$ cat src/rtl/song_pkg.sv
//------------------------------------------------------------------------------
// song_pkg
//   Shared types and constants for the song player: the sequencer state
//   encoding, ROM field widths and the end-of-song marker.
//   Revision: 1.0
//------------------------------------------------------------------------------
`timescale 1ns/1ps
`default_nettype none

package song_pkg;

  localparam int NOTE_W = 4;
  localparam int DUR_W  = 16;
  localparam int SONG_W = 4;

  // A ROM entry with this duration terminates the song.
  localparam logic [DUR_W-1:0] END_DUR = '0;

  typedef enum logic [2:0] {
    IDLE  = 3'd0,
    FETCH = 3'd1,
    PLAY  = 3'd2,
    GAP   = 3'd3,
    DONE  = 3'd4
  } player_state_t;

endpackage

`default_nettype wire

$ cat src/rtl/tick_prescaler.sv
//------------------------------------------------------------------------------
// tick_prescaler
//   Free-running divider that produces a one-cycle tick every TICK_DIV
//   enabled clocks. Holding en low freezes the count in place so a paused
//   note resumes from the exact same phase.
//   Ports:
//     clk   - system clock
//     rst_n - asynchronous active-low reset
//     clr   - synchronous clear back to count 0
//     en    - count enable
//     tick  - high on the enabled cycle where the count wraps
//   Revision: 1.0
//------------------------------------------------------------------------------
`timescale 1ns/1ps
`default_nettype none

module tick_prescaler #(
  parameter int TICK_DIV = 10000
) (
  input  logic clk,
  input  logic rst_n,
  input  logic clr,
  input  logic en,
  output logic tick
);

  localparam int CNT_W = (TICK_DIV > 1) ? $clog2(TICK_DIV) : 1;
  localparam logic [CNT_W-1:0] CNT_LAST = CNT_W'(TICK_DIV - 1);

  logic [CNT_W-1:0] cnt;

  assign tick = en && !clr && (cnt == CNT_LAST);

  always_ff @(posedge clk or negedge rst_n) begin
    if (!rst_n) begin
      cnt <= '0;
    end else if (clr) begin
      cnt <= '0;
    end else if (en) begin
      cnt <= (cnt == CNT_LAST) ? '0 : cnt + 1'b1;
    end
  end

endmodule

`default_nettype wire

$ cat src/rtl/song_player.sv
//------------------------------------------------------------------------------
// song_player
//   Walks the song ROM for one selected song, holding each note for its
//   stored duration (in prescaler ticks) and inserting a silent gap after
//   every note so that repeated notes remain distinguishable.
//   Ports:
//     clk, rst_n          - clock, asynchronous active-low reset
//     start, stop, pause  - playback control (levels)
//     song_sel            - song index, latched on start
//     rom_address/rom_song- ROM lookup address and latched song index
//     rom_note/rom_duration- combinational ROM read data
//     note_out/note_valid - current note to the tone generator
//     playing             - sequencer busy (FETCH, PLAY, GAP)
//     done                - one-cycle pulse on natural end of song
//   Revision: 1.0
//------------------------------------------------------------------------------
`timescale 1ns/1ps
`default_nettype none

module song_player
  import song_pkg::*;
#(
  parameter int TICK_DIV  = 10000,
  parameter int GAP_TICKS = 200,
  parameter int ADDR_W    = 5
) (
  input  logic              clk,
  input  logic              rst_n,
  input  logic              start,
  input  logic              stop,
  input  logic              pause,
  input  logic [SONG_W-1:0] song_sel,
  output logic [ADDR_W-1:0] rom_address,
  output logic [SONG_W-1:0] rom_song,
  input  logic [NOTE_W-1:0] rom_note,
  input  logic [DUR_W-1:0]  rom_duration,
  output logic [NOTE_W-1:0] note_out,
  output logic              note_valid,
  output logic              playing,
  output logic              done
);

  localparam int GAP_W = (GAP_TICKS > 0) ? $clog2(GAP_TICKS + 1) : 1;
  localparam logic [GAP_W-1:0]  GAP_INIT  = GAP_W'(GAP_TICKS);
  localparam logic [ADDR_W-1:0] LAST_ADDR = {ADDR_W{1'b1}};
  localparam logic [DUR_W-1:0]  DUR_ONE   = DUR_W'(1);
  localparam logic [GAP_W-1:0]  GAP_ONE   = GAP_W'(1);

  player_state_t     state;
  logic [DUR_W-1:0]  dur_cnt;
  logic [GAP_W-1:0]  gap_cnt;

  logic presc_clr;
  logic presc_en;
  logic tick;
  logic note_end;
  logic gap_end;
  logic advance;

  // Prescaler restarts with every fetched note so each note begins on a
  // fresh unit boundary; pause freezes it only while time is being counted.
  assign presc_clr = (state == FETCH);
  assign presc_en  = ((state == PLAY) || (state == GAP)) && !pause;

  tick_prescaler #(
    .TICK_DIV (TICK_DIV)
  ) u_prescaler (
    .clk   (clk),
    .rst_n (rst_n),
    .clr   (presc_clr),
    .en    (presc_en),
    .tick  (tick)
  );

  // Exits are taken on the tick that would bring a counter from 1 to 0.
  assign note_end = (state == PLAY) && tick && (dur_cnt == DUR_ONE);
  assign gap_end  = (state == GAP)  && tick && (gap_cnt == GAP_ONE);
  assign advance  = (note_end && (GAP_TICKS == 0)) || gap_end;

  assign playing    = (state == FETCH) || (state == PLAY) || (state == GAP);
  assign note_valid = (state == PLAY) && (note_out != '0) && !pause;

  always_ff @(posedge clk or negedge rst_n) begin
    if (!rst_n) begin
      state       <= IDLE;
      rom_address <= '0;
      rom_song    <= '0;
      note_out    <= '0;
      dur_cnt     <= '0;
      gap_cnt     <= '0;
      done        <= 1'b0;
    end else begin
      done <= 1'b0;
      if (stop && (state != IDLE)) begin
        // Abort: silent return to idle, no completion pulse.
        state       <= IDLE;
        rom_address <= '0;
        rom_song    <= '0;
        note_out    <= '0;
        dur_cnt     <= '0;
        gap_cnt     <= '0;
      end else begin
        case (state)
          IDLE: begin
            if (start && !stop) begin
              rom_song    <= song_sel;
              rom_address <= '0;
              state       <= FETCH;
            end
          end

          FETCH: begin
            if (rom_duration == END_DUR) begin
              note_out <= '0;
              done     <= 1'b1;
              state    <= DONE;
            end else begin
              dur_cnt  <= rom_duration;
              note_out <= rom_note;
              state    <= PLAY;
            end
          end

          PLAY: begin
            if (tick) begin
              dur_cnt <= dur_cnt - 1'b1;
            end
            if (note_end && (GAP_TICKS > 0)) begin
              gap_cnt <= GAP_INIT;
              state   <= GAP;
            end
          end

          GAP: begin
            if (tick) begin
              gap_cnt <= gap_cnt - 1'b1;
            end
          end

          DONE: begin
            rom_address <= '0;
            rom_song    <= '0;
            state       <= IDLE;
          end

          default: begin
            state <= IDLE;
          end
        endcase

        // Step to the next ROM entry; the last address ends the song
        // instead of wrapping back to entry 0.
        if (advance) begin
          if (rom_address == LAST_ADDR) begin
            note_out <= '0;
            done     <= 1'b1;
            state    <= DONE;
          end else begin
            rom_address <= rom_address + 1'b1;
            state       <= FETCH;
          end
        end
      end
    end
  end

endmodule

`default_nettype wire

$ cat config.mk
export PLATFORM = sky130hd
export DESIGN_NAME = song_player
export DESIGN_NICKNAME = d
export VERILOG_FILES = /design/src/rtl/song_pkg.sv /design/src/rtl/tick_prescaler.sv /design/src/rtl/song_player.sv
export SDC_FILE = /design/constraint.sdc
export NUM_CORES = 1
export LEC_CHECK = 0
export CORE_ASPECT_RATIO = 0.75
export CORE_MARGIN = 2
export CORE_UTILIZATION = 55
export CTS_CLUSTER_SIZE = 20
export DETAILED_ROUTE_END_ITERATION = 12
export DONT_BUFFER_PORTS = 1
export GPL_TIMING_DRIVEN = 0
export HOLD_SLACK_MARGIN = 0.08
export PLACE_DENSITY_LB_ADDON = 0.1
export SYNTH_ARGS = -nofsm -noshare
export SYNTH_HDL_FRONTEND = slang
export SYNTH_HIERARCHICAL = 1
export SYNTH_SLANG_ARGS = --single-unit
$ cat constraint.sdc
create_clock -name clk -period 5.5 [get_ports clk]
set_input_delay 1.375 -clock clk [delete_from_list [all_inputs] [get_ports clk]]
set_output_delay 1.375 -clock clk [all_outputs]
set_load 0.02 [all_outputs]
==> Word-level counts from Yosys, hierarchy flattened <==
Index checks and enable logic that the tools add are counted.
{ "totals": {"reg_bits": 55} }
{ "op_classes": {"add_sub_neg": 4, "eq_ne": 16, "n_mux": 36, "reduce_logical": 29} }
{ "ops": {"columns": ["op", "count"], "rows": [
  ["$mux 16", 3],
  ["$mux 14", 3],
  ["$pmux 16 s2", 1],
  ["$mux 4", 7],
  ["$mux 8", 3],
  ["$mux 5", 4],
  ["$mux 3", 6],
  ["$eq 16x1->1 const B", 1],
  ["$logic_not 16->1", 1],
  ["$pmux 8 s2", 1],
  ["$sub 16x1->16 const B", 1],
  ["$add 14x1->14 const B", 1],
  ["$eq 14x14->1 const B", 1],
  ["$ne 3x2->1 const B", 4],
  ["$pmux 3 s4", 1],
  ["$reduce_bool 3->1", 4],
  ["$logic_and 1x1->1", 11],
  ["$pmux 5 s2", 1],
  ["$reduce_and 3->1", 3],
  ["$eq 8x1->1 const B", 1],
  ["$pmux 4 s2", 1],
  ["$sub 8x1->8 const B", 1],
  ["$eq 3x2->1 const B", 2],
  ["$ne 3x3->1 const B", 2],
  ["other kinds (13)", 21]
]} }

==> Longest topological paths before layout <==
Gate-level depths: netlist (run 1).
{ "logic_depth": {"depth_word": 11, "ltp_mapped": 11, "ltp_nobuf": 8} }

==> By module <==
Netlist (run 1), hierarchy kept.
{ "modules_own_cells": {"columns": ["module", "n_inst", "cells_per_inst", "area_each_um2"], "rows": [
  ["song_player", 1, 313, 2771.4],
  ["tick_prescaler", 1, 94, 842.1]
]} }

==> Least setup slack after synthesis (run 1) <==
OpenSTA, ideal clock, no wires.
{ "synth_path": {"path_type": "input-to-reg", "from": "input port pause", "to": "register gap_cnt[1]", "setup_time_ps": 128, "t_arrival_ps": 3213, "required_time_ps": 5372, "slack_ps": 2159, "path_stages": 7, "path_cell_list": "nor2_1 > nand2b_1 > nor3_1 > nor4bb_1 > nand4_2 > a21oi_4 > mux2_1"} }
{ "synth_via": {"elab_chain_len": 8} }
{ "synth_rtl": {"columns": ["element", "line", "text"], "rows": [
  ["start, declared", "song_player.sv:31", "input logic pause,"],
  ["$logic_not 1->1 *", "song_player.sv:63", "assign presc_en = ((state == PLAY) || (state == GAP)) && !pause;"],
  ["$logic_and 1x1->1 *", "song_player.sv:63", null],
  ["$logic_and 1x1->1 * (2 in a row)", "tick_prescaler.sv:32", "assign tick = en && !clr && (cnt == CNT_LAST);"],
  ["net tick", "song_player.sv:55", "logic tick;"],
  ["$logic_and 1x1->1 (2 in a row)", "song_player.sv:76", "assign note_end = (state == PLAY) && tick && (dur_cnt == DUR_ONE);"],
  ["$ne 3x2->1 (no line)", null, null],
  ["$reduce_and 3->1 (no line) *", null, null],
  ["end signal, assigned", "song_player.sv:136", "gap_cnt <= gap_cnt - 1'b1;"],
  ["end, declared", "song_player.sv:51", "logic [GAP_W-1:0] gap_cnt;"]
]} }
Mark *: on every way through the listed nets, which the timed path passes. The rest lies on a longest branch.
A chain may end at the register's enable or synchronous reset.

==> Final worst setup path (run 1) <==
Same ends and word-level chain as after synthesis.

==> flow_results.xml, run 1 <==
<?xml version="1.0" encoding="UTF-8"?>
<metrics>
  <group name="logic_synthesis">
    <metric name="syn-mean-instance-area" unit="µm²">8.88</metric>
    <metric name="count_of_flip_flops_with_a_built_in_enable_after_synthesis" unit="">0</metric>
    <metric name="synth.cell_area" unit="µm²">3610</metric>
    <metric name="postSynthRegisterBits" unit="">55</metric>
    <metric name="post-synth-top-area-cell" unit="">sky130_fd_sc_hd__dfrtp_1</metric>
    <metric name="ys_seq_area_share" unit="%">38.1</metric>
    <metric name="synth_top_area_share" unit="%">38.1</metric>
    <metric name="synthesis.instances" unit="">407</metric>
    <metric name="yosysWarnings" unit="">6</metric>
    <metric name="yosys-top-cells-area" unit="">sky130_fd_sc_hd__dfrtp_1 38%, sky130_fd_sc_hd__nand2_1 5.1%, sky130_fd_sc_hd__nand3_1 3.9%, sky130_fd_sc_hd__o211ai_1 2.7%, sky130_fd_sc_hd__nand4_1 2.6%</metric>
    <metric name="postSynth.asyncResetShare" unit="%">100</metric>
    <metric name="ys_dominant_reg_cell" unit="">sky130_fd_sc_hd__dfrtp_1</metric>
    <metric name="yosys.cell_types.count" unit="">70</metric>
    <metric name="synth_nets" unit="">443</metric>
  </group>
  <group name="clock_tree">
    <metric name="cts_setup_buffers" unit="">0</metric>
    <metric name="clk_latency" unit="ns">0.31</metric>
    <metric name="cts_sinks" unit="">55</metric>
    <metric name="post_cts_resized" unit="">0</metric>
    <metric name="ctsHtreeMaxLevel" unit="">2</metric>
    <metric name="cts_made_buffers" unit="">5</metric>
    <metric name="clk_root_buffer_cell" unit="">sky130_fd_sc_hd__clkbuf_8</metric>
    <metric name="hold_buffers" unit="">0</metric>
    <metric name="cts.reportedPaths.clkPinSlew" unit="ns">0.09</metric>
    <metric name="cts_buffer_depth" unit="">2</metric>
    <metric name="tritoncts" unit="">done</metric>
  </group>
  <group name="global_route">
    <metric name="grt_start_max_net_pins" unit="">56</metric>
    <metric name="number_of_global_route_vias_before_repair" unit="">3000</metric>
    <metric name="grt.total_usage" unit="%">25.8</metric>
    <metric name="grt_antenna_before_repair" unit="">0</metric>
    <metric name="grt_first_pass_wirelength" unit="µm">15200</metric>
    <metric name="grt_overflow" unit="">0</metric>
  </group>
  <group name="detailed_routing">
    <metric name="via_per_inst" unit="">6.55</metric>
    <metric name="route.vias.total" unit="">3247</metric>
    <metric name="drcViolationCount" unit="">0</metric>
    <metric name="antenna_left" unit="">0</metric>
    <metric name="drt_first_pass_iters" unit="">5</metric>
    <metric name="drt_wl_total" unit="µm">8930</metric>
    <metric name="routedWlPerCell" unit="µm">18.0</metric>
    <metric name="detail_route.iter0.violations" unit="">342</metric>
  </group>
  <group name="worst_hold_path">
    <metric name="hold-path-cell-count" unit="">1</metric>
    <metric name="hp-class" unit="">register to register</metric>
  </group>
  <group name="final_layout">
    <metric name="multi_input_area" unit="µm²">2060</metric>
    <metric name="layout.area.seq" unit="µm²">1380</metric>
    <metric name="postLayoutCoreUtil" unit="%">60.7</metric>
    <metric name="layout-drive-gt1-share" unit="%">10.4</metric>
    <metric name="areaGrowthSynthToFinish" unit="%">6.16</metric>
    <metric name="fillers" unit="">542</metric>
    <metric name="nets" unit="">450</metric>
    <metric name="final_cell_area" unit="µm²">3840</metric>
    <metric name="diodes" unit="">0</metric>
  </group>
  <group name="sta">
    <metric name="total_negative_setup_slack" unit="ns">0</metric>
    <metric name="finalHoldViolations" unit="">0</metric>
    <metric name="grt_setup_unrepaired" unit="">false</metric>
    <metric name="clock.fmax" unit="GHz">0.257</metric>
    <metric name="clock_skew" unit="ns">0.0142</metric>
    <metric name="finalSetupViolCount" unit="">0</metric>
    <metric name="pin_slew_with_the_least_headroom_to_its_limit" unit="ns">1.05</metric>
    <metric name="final.min_clock_period" unit="ns">3.88</metric>
    <metric name="report.final.slew_viol_count" unit="">0</metric>
    <metric name="timing.max_slew.rel_slack" unit="%">29.8</metric>
    <metric name="timing.final.crit_share" unit="%">70.6</metric>
  </group>
  <group name="die">
    <metric name="num_io_pins" unit="">45</metric>
    <metric name="die_h" unit="µm">74.2</metric>
    <metric name="dieArea" unit="µm²">7240</metric>
    <metric name="floorplan.die.width" unit="µm">97.6</metric>
    <metric name="design.core.area" unit="µm²">6320</metric>
    <metric name="start_util" unit="%">57.2</metric>
    <metric name="core.rowCount" unit="">25</metric>
  </group>
  <group name="place">
    <metric name="post_dp_cell_area" unit="µm²">3710</metric>
    <metric name="total_of_buffers_placed_on_input_and_output_ports" unit="">0</metric>
    <metric name="place_congestion" unit="">0.902</metric>
    <metric name="dp_hpwl" unit="µm">6410</metric>
  </group>
  <group name="power">
    <metric name="p_per_area" unit="nW/µm²">307</metric>
    <metric name="power" unit="mW">1.18</metric>
    <metric name="power.ir.vdd_worst" unit="V">0.000188</metric>
    <metric name="power.static_leakage" unit="nW">1.57</metric>
  </group>
  <group name="flow_run">
    <metric name="maxCapViolCount" unit="">0</metric>
  </group>
  <group name="critical_path">
    <metric name="worst-path-max-fanout" unit="">7</metric>
    <metric name="logic_depth_of_the_worst_register_to_register_path" unit="">7</metric>
    <metric name="setup.worst_path.end_class" unit="">register</metric>
    <metric name="critPathLaunchType" unit="">primary input</metric>
    <metric name="critical_path_arrival" unit="ns">4.07</metric>
    <metric name="timing_worst_setup_path_type" unit="">primary input to register</metric>
    <metric name="worst-endpoint-required" unit="ns">5.69</metric>
  </group>
  <group name="run_status">
    <metric name="outcome" unit="">finished clean</metric>
  </group>
</metrics>
[per-stage QoR]
| stage | hold WS, ns | instances | setup slack (ns) |
|---|---|---|---|
| after global placement | 0.519 | 488 | 1.49 |
| after detailed placement | 0.531 | 488 | 1.39 |
| after CTS | 0.547 | 496 | 1.73 |
| after global routing | 0.587 | 496 | 1.50 |
| final | 0.546 | 496 | 1.62 |
| after floorplan | 0.499 | 407 | 2.16 |
[cells in the mapped netlist, types with 3 or more instances]
cell type                   instances
sky130_fd_sc_hd__or3_1              6
sky130_fd_sc_hd__and3_1             3
sky130_fd_sc_hd__o22ai_1            4
sky130_fd_sc_hd__mux2i_1            6
sky130_fd_sc_hd__nand4_1           15
sky130_fd_sc_hd__dfrtp_1           55
sky130_fd_sc_hd__o31a_1             4
sky130_fd_sc_hd__nor2_1            23
sky130_fd_sc_hd__ha_1               7
sky130_fd_sc_hd__nand2b_1           6
sky130_fd_sc_hd__a211o_1            4
sky130_fd_sc_hd__a211oi_1           5
sky130_fd_sc_hd__a22oi_1            6
sky130_fd_sc_hd__o211ai_1          13
sky130_fd_sc_hd__a22o_1             3
sky130_fd_sc_hd__buf_6              4
sky130_fd_sc_hd__o311ai_0           6
sky130_fd_sc_hd__or4_1              3
sky130_fd_sc_hd__a21oi_1           17
sky130_fd_sc_hd__or2_2              4
sky130_fd_sc_hd__nand2_1           49
sky130_fd_sc_hd__o31ai_1            3
sky130_fd_sc_hd__nand3_1           28
sky130_fd_sc_hd__nor4_1            11
sky130_fd_sc_hd__a2bb2oi_1          3
sky130_fd_sc_hd__nor2b_1            4
sky130_fd_sc_hd__clkbuf_1           6
sky130_fd_sc_hd__nor3b_1            3
sky130_fd_sc_hd__nor3_1            14
sky130_fd_sc_hd__inv_1             16
sky130_fd_sc_hd__buf_2              9
sky130_fd_sc_hd__o21ai_0           14
sky130_fd_sc_hd__nand3b_1           5
sky130_fd_sc_hd__a31oi_1            3
[path summary, 6_finish.rpt]
path / start / end / slack, ns
max: pause / gap_cnt[1] / 1.62
min: gap_cnt[5] / gap_cnt[5] / 0.55
max reg2reg: u_prescaler/cnt[7] / gap_cnt[1] / 1.68
min reg2reg: gap_cnt[5] / gap_cnt[5] / 0.55
max in group asynchronous: rst_n / dur_cnt[9] / 4.63
min in group asynchronous: rst_n / u_prescaler/cnt[7] / 0.75
[power breakdown]
part	internal [mW]	switching (mW)	total, mW
sequential	0.458	0.0878	0.545
combinational	0.138	0.207	0.345
clock	0.150	0.137	0.287
[per-layer routing]
| metal | vias up | GRT usage, % | routed length, µm |
|---|---|---|---|
| li1 | 1564 | - | - |
| met1 | 1551 | 39.0 | 4310 |
| met2 | 124 | 40.4 | 3920 |
| met3 | 8 | 3.76 | 619 |
| met4 | 0 | 4.94 | 85 |
| met5 | - | 0 | 0 |
[cells in the final DEF, fill, tap and decap left out, drive strengths merged, types with 3 or more instances in the layout]
cell     instances
a211o            4
a211oi           5
a21oi           18
a22o             3
a22oi            6
a2bb2oi          3
a31oi            3
and3             3
buf             13
clkbuf          12
dfrtp           55
ha               7
inv             17
mux2i            6
nand2           50
nand2b           6
nand3           28
nand3b           5
nand4           16
nand4b           3
nor2            23
nor2b            4
nor3            14
nor3b            5
nor4            14
o211ai          13
o21ai           14
o22ai            4
o311ai           6
o31a             4
o31ai            3
or2              5
or3              7
or4              5
[registers in the layout, summed over array words and instances, names as in the netlist]
register	count
rom_address	5
gap_cnt	8
state	3
dur_cnt	16
done	1
u_prescaler/cnt	14
rom_song	4
note_out	4
[cell type report]
type / count / area share (%)
sequential: 55 / 35.9
buffer: 19 / 2.94
clock inverter: 2 / 1.01
multi-input combinational: 317 / 53.8
tap: 81 / 2.64
inverter: 16 / 1.57
clock buffer: 6 / 2.15
[worst max-delay path, stage by stage]
cell                       delay [ns]
sky130_fd_sc_hd__nor2_1          0.28
sky130_fd_sc_hd__nand2b_1        0.22
sky130_fd_sc_hd__nor3_1          0.84
sky130_fd_sc_hd__nor4bb_1        0.35
sky130_fd_sc_hd__nand4_2         0.30
sky130_fd_sc_hd__a21oi_4         0.35
sky130_fd_sc_hd__mux2_1          0.35
[cells by family after synthesis]
family,synth area share (%)
AND/OR/NAND/NOR,32.0
AO/OA/AOI/OAI,20.5
flip-flops,38.1
buffers and inverters,4.78
multiplexers,1.97
adder cells (fa/ha/maj),2.42
XOR/XNOR,0.242
(Power assumes the default switching activity.)
==> run 2: changes to the inputs <==
==> constraint.sdc (replaced) <==
create_clock -name clk -period 3.9 [get_ports clk]
set_input_delay 0.975 -clock clk [delete_from_list [all_inputs] [get_ports clk]]
set_output_delay 0.975 -clock clk [all_outputs]
set_load 0.02 [all_outputs]
==> run 2 against run 1 <==
Cell area is 0.13% higher. Total power is 41% higher. Critical path type is now register to register. Count of clock-buffer cells in the layout stayed put. Core utilization is 0.079 points higher. Highest routed layer unchanged. First-iteration DRC count is 2.9% higher. Sequential cell count stayed put. Final cell count stayed put.
==> flow_results.xml, run 2 (synthesis gave the netlist of run 1 again) <==
<?xml version="1.0" encoding="UTF-8"?>
<metrics>
  <group name="sta">
    <metric name="layout_setup_ws" unit="ns">0.389</metric>
    <metric name="pin_slew_with_the_least_headroom_to_its_limit" unit="ns">0.951</metric>
    <metric name="finalSetupViolCount" unit="">0</metric>
    <metric name="timing.max_slew.rel_slack" unit="%">36.4</metric>
    <metric name="clock.fmax" unit="GHz">0.285</metric>
    <metric name="clock_skew" unit="ns">0.0140</metric>
    <metric name="timing.final.crit_share" unit="%">90.0</metric>
    <metric name="grt_setup_unrepaired" unit="">false</metric>
    <metric name="report.final.slew_viol_count" unit="">0</metric>
    <metric name="final.min_clock_period" unit="ns">3.51</metric>
    <metric name="total_negative_setup_slack" unit="ns">0</metric>
    <metric name="hold_slack" unit="ns">0.343</metric>
    <metric name="finalHoldViolations" unit="">0</metric>
  </group>
  <group name="final_layout">
    <metric name="areaGrowthSynthToFinish" unit="%">6.30</metric>
    <metric name="final_common_cell" unit="">sky130_fd_sc_hd__dfrtp_1</metric>
    <metric name="nets" unit="">450</metric>
    <metric name="diodes" unit="">0</metric>
    <metric name="layout.cells.most_common_list" unit="">55 x sky130_fd_sc_hd__dfrtp_1, 49 x sky130_fd_sc_hd__nand2_1, 28 x sky130_fd_sc_hd__nand3_1</metric>
    <metric name="reg_top3" unit="">dur_cnt (16), u_prescaler/cnt (14), gap_cnt (8)</metric>
    <metric name="top_register" unit="">dur_cnt</metric>
    <metric name="largest_register_ff_count" unit="">16</metric>
    <metric name="layout-drive-gt1-share" unit="%">10.6</metric>
  </group>
  <group name="critical_path">
    <metric name="logic_depth_of_the_worst_register_to_register_path" unit="">7</metric>
    <metric name="path_buf_inv" unit="">0</metric>
    <metric name="critPathSlowestCell" unit="">sky130_fd_sc_hd__or4_1</metric>
    <metric name="worstSetupEndpoint" unit="">gap_cnt[1]</metric>
    <metric name="critical_path_depth" unit="">7</metric>
    <metric name="crit_chain" unit="">or4_1 &gt; or3_2 &gt; nor3_2 &gt; nor4bb_1 &gt; nand4_2 &gt; a21oi_4 &gt; mux2_1</metric>
    <metric name="worst-path-max-fanout" unit="">7</metric>
    <metric name="critical_path_arrival" unit="ns">3.70</metric>
    <metric name="rrSetupSlack" unit="ns">0.39</metric>
    <metric name="critPathLaunchType" unit="">register</metric>
    <metric name="crit_family" unit="">simple AND/OR/NAND/NOR gates</metric>
    <metric name="timing_worst_setup_path_type" unit="">register to register</metric>
    <metric name="setup.worst_path.end_class" unit="">register</metric>
    <metric name="critical-path-max-stage-delay" unit="ns">0.57</metric>
    <metric name="critical_path.reg2reg.startpoint" unit="">u_prescaler/cnt[7]</metric>
    <metric name="timing.rr.end" unit="">gap_cnt[1]</metric>
    <metric name="worst-endpoint-required" unit="ns">4.09</metric>
    <metric name="timing.critical_path.from" unit="">u_prescaler/cnt[7]</metric>
  </group>
  <group name="die">
    <metric name="num_io_pins" unit="">45</metric>
    <metric name="design.core.area" unit="µm²">6320</metric>
    <metric name="dieArea" unit="µm²">7240</metric>
    <metric name="die_h" unit="µm">74.2</metric>
    <metric name="floorplan.die.width" unit="µm">97.6</metric>
    <metric name="core.rowCount" unit="">25</metric>
    <metric name="start_util" unit="%">57.2</metric>
  </group>
  <group name="flow_run">
    <metric name="maxCapViolCount" unit="">0</metric>
  </group>
  <group name="global_route">
    <metric name="grt.total_usage" unit="%">25.8</metric>
    <metric name="grt_first_pass_wirelength" unit="µm">15200</metric>
    <metric name="grt_start_max_net_pins" unit="">56</metric>
    <metric name="grt_antenna_before_repair" unit="">0</metric>
    <metric name="number_of_global_route_vias_before_repair" unit="">3000</metric>
    <metric name="grt_overflow" unit="">0</metric>
  </group>
  <group name="detailed_routing">
    <metric name="drcViolationCount" unit="">0</metric>
    <metric name="detail_route.iter0.violations" unit="">352</metric>
    <metric name="via_per_inst" unit="">6.52</metric>
    <metric name="route.vias.total" unit="">3235</metric>
    <metric name="drt_first_pass_iters" unit="">6</metric>
    <metric name="drt_wl_total" unit="µm">8920</metric>
    <metric name="routedWlPerCell" unit="µm">18.0</metric>
    <metric name="antenna_left" unit="">0</metric>
  </group>
  <group name="place">
    <metric name="place_ws" unit="ns">0.192</metric>
    <metric name="total_of_buffers_placed_on_input_and_output_ports" unit="">0</metric>
    <metric name="dp_hpwl" unit="µm">6410</metric>
    <metric name="place_congestion" unit="">0.902</metric>
  </group>
  <group name="clock_tree">
    <metric name="tritoncts" unit="">done</metric>
    <metric name="clk_root_buffer_cell" unit="">sky130_fd_sc_hd__clkbuf_8</metric>
    <metric name="cts_sinks" unit="">55</metric>
    <metric name="hold_buffers" unit="">0</metric>
    <metric name="cts.reportedPaths.clkPinSlew" unit="ns">0.10</metric>
    <metric name="post_cts_resized" unit="">0</metric>
    <metric name="cts_setup_buffers" unit="">0</metric>
    <metric name="ctsHtreeMaxLevel" unit="">2</metric>
    <metric name="clk_latency" unit="ns">0.31</metric>
    <metric name="cts_made_buffers" unit="">5</metric>
    <metric name="cts_buffer_depth" unit="">2</metric>
  </group>
  <group name="power">
    <metric name="p_per_area" unit="nW/µm²">432</metric>
    <metric name="power.static_leakage" unit="nW">1.57</metric>
    <metric name="power.ir.vdd_worst" unit="V">0.000265</metric>
  </group>
  <group name="worst_hold_path">
    <metric name="hp-class" unit="">primary input to asynchronous set/reset pin</metric>
  </group>
  <group name="run_status">
    <metric name="outcome" unit="">finished clean</metric>
  </group>
</metrics>
run 2: cell counts in the layout (fill, tap and decap cells not counted):
No cell type changed its count.
run 2: power breakdown:
group          switching (mW)  internal (mW)  total (mW)
registers               0.124          0.645       0.769
logic                   0.292          0.194       0.486
clock network           0.194          0.212       0.406
run 2: per-layer routing:
metal | vias up | share of wire (%) | GRT usage (%)
met3 | 11 | 6.3 | 3.76
met4 | 0 | 1.1 | 4.94
li1 | 1567 | - | -
met1 | 1550 | 49 | 39.0
met5 | - | 0 | 0
met2 | 107 | 44 | 40.4
run 2: layout make-up:
| cell class | count | area [µm²] |
|---|---|---|
| inverters | 16 | 60.1 |
| clock buffers | 6 | 82.6 |
| flip-flops and latches | 55 | 1380 |
| well taps | 81 | 101 |
| clock inverters | 2 | 38.8 |
| fillers | 541 | 2480 |
| plain buffers | 19 | 113 |
| multi-input cells | 317 | 2070 |
run 2: how the worst min path moves through the flow:
stage,cells past startpoint,slack (ns),startpoint,to
2_1_floorplan,1,0.50,dur_cnt[5],dur_cnt[5]
3_3_place_gp,1,0.52,gap_cnt[5],gap_cnt[5]
3_5_place_dp,1,0.53,gap_cnt[5],gap_cnt[5]
4_1_cts,0,0.33,rst_n,rom_song[0]
5_1_grt,0,0.32,rst_n,note_out[0]
6_report,0,0.34,rst_n,u_prescaler/cnt[7]
run 2: stage by stage:
stage / instance area, µm² / cells / power, mW / utilization (%)
final: 3840 / 496 / 1.66 / 60.8
after global routing: 3840 / 496 / 1.76 / 60.8
after CTS: 3840 / 496 / 1.66 / 60.7
after detailed placement: 3710 / 488 / 1.25 / 58.8
after global placement: 3710 / 488 / 1.24 / 58.8
after floorplan: 3610 / 407 / 1.14 / -
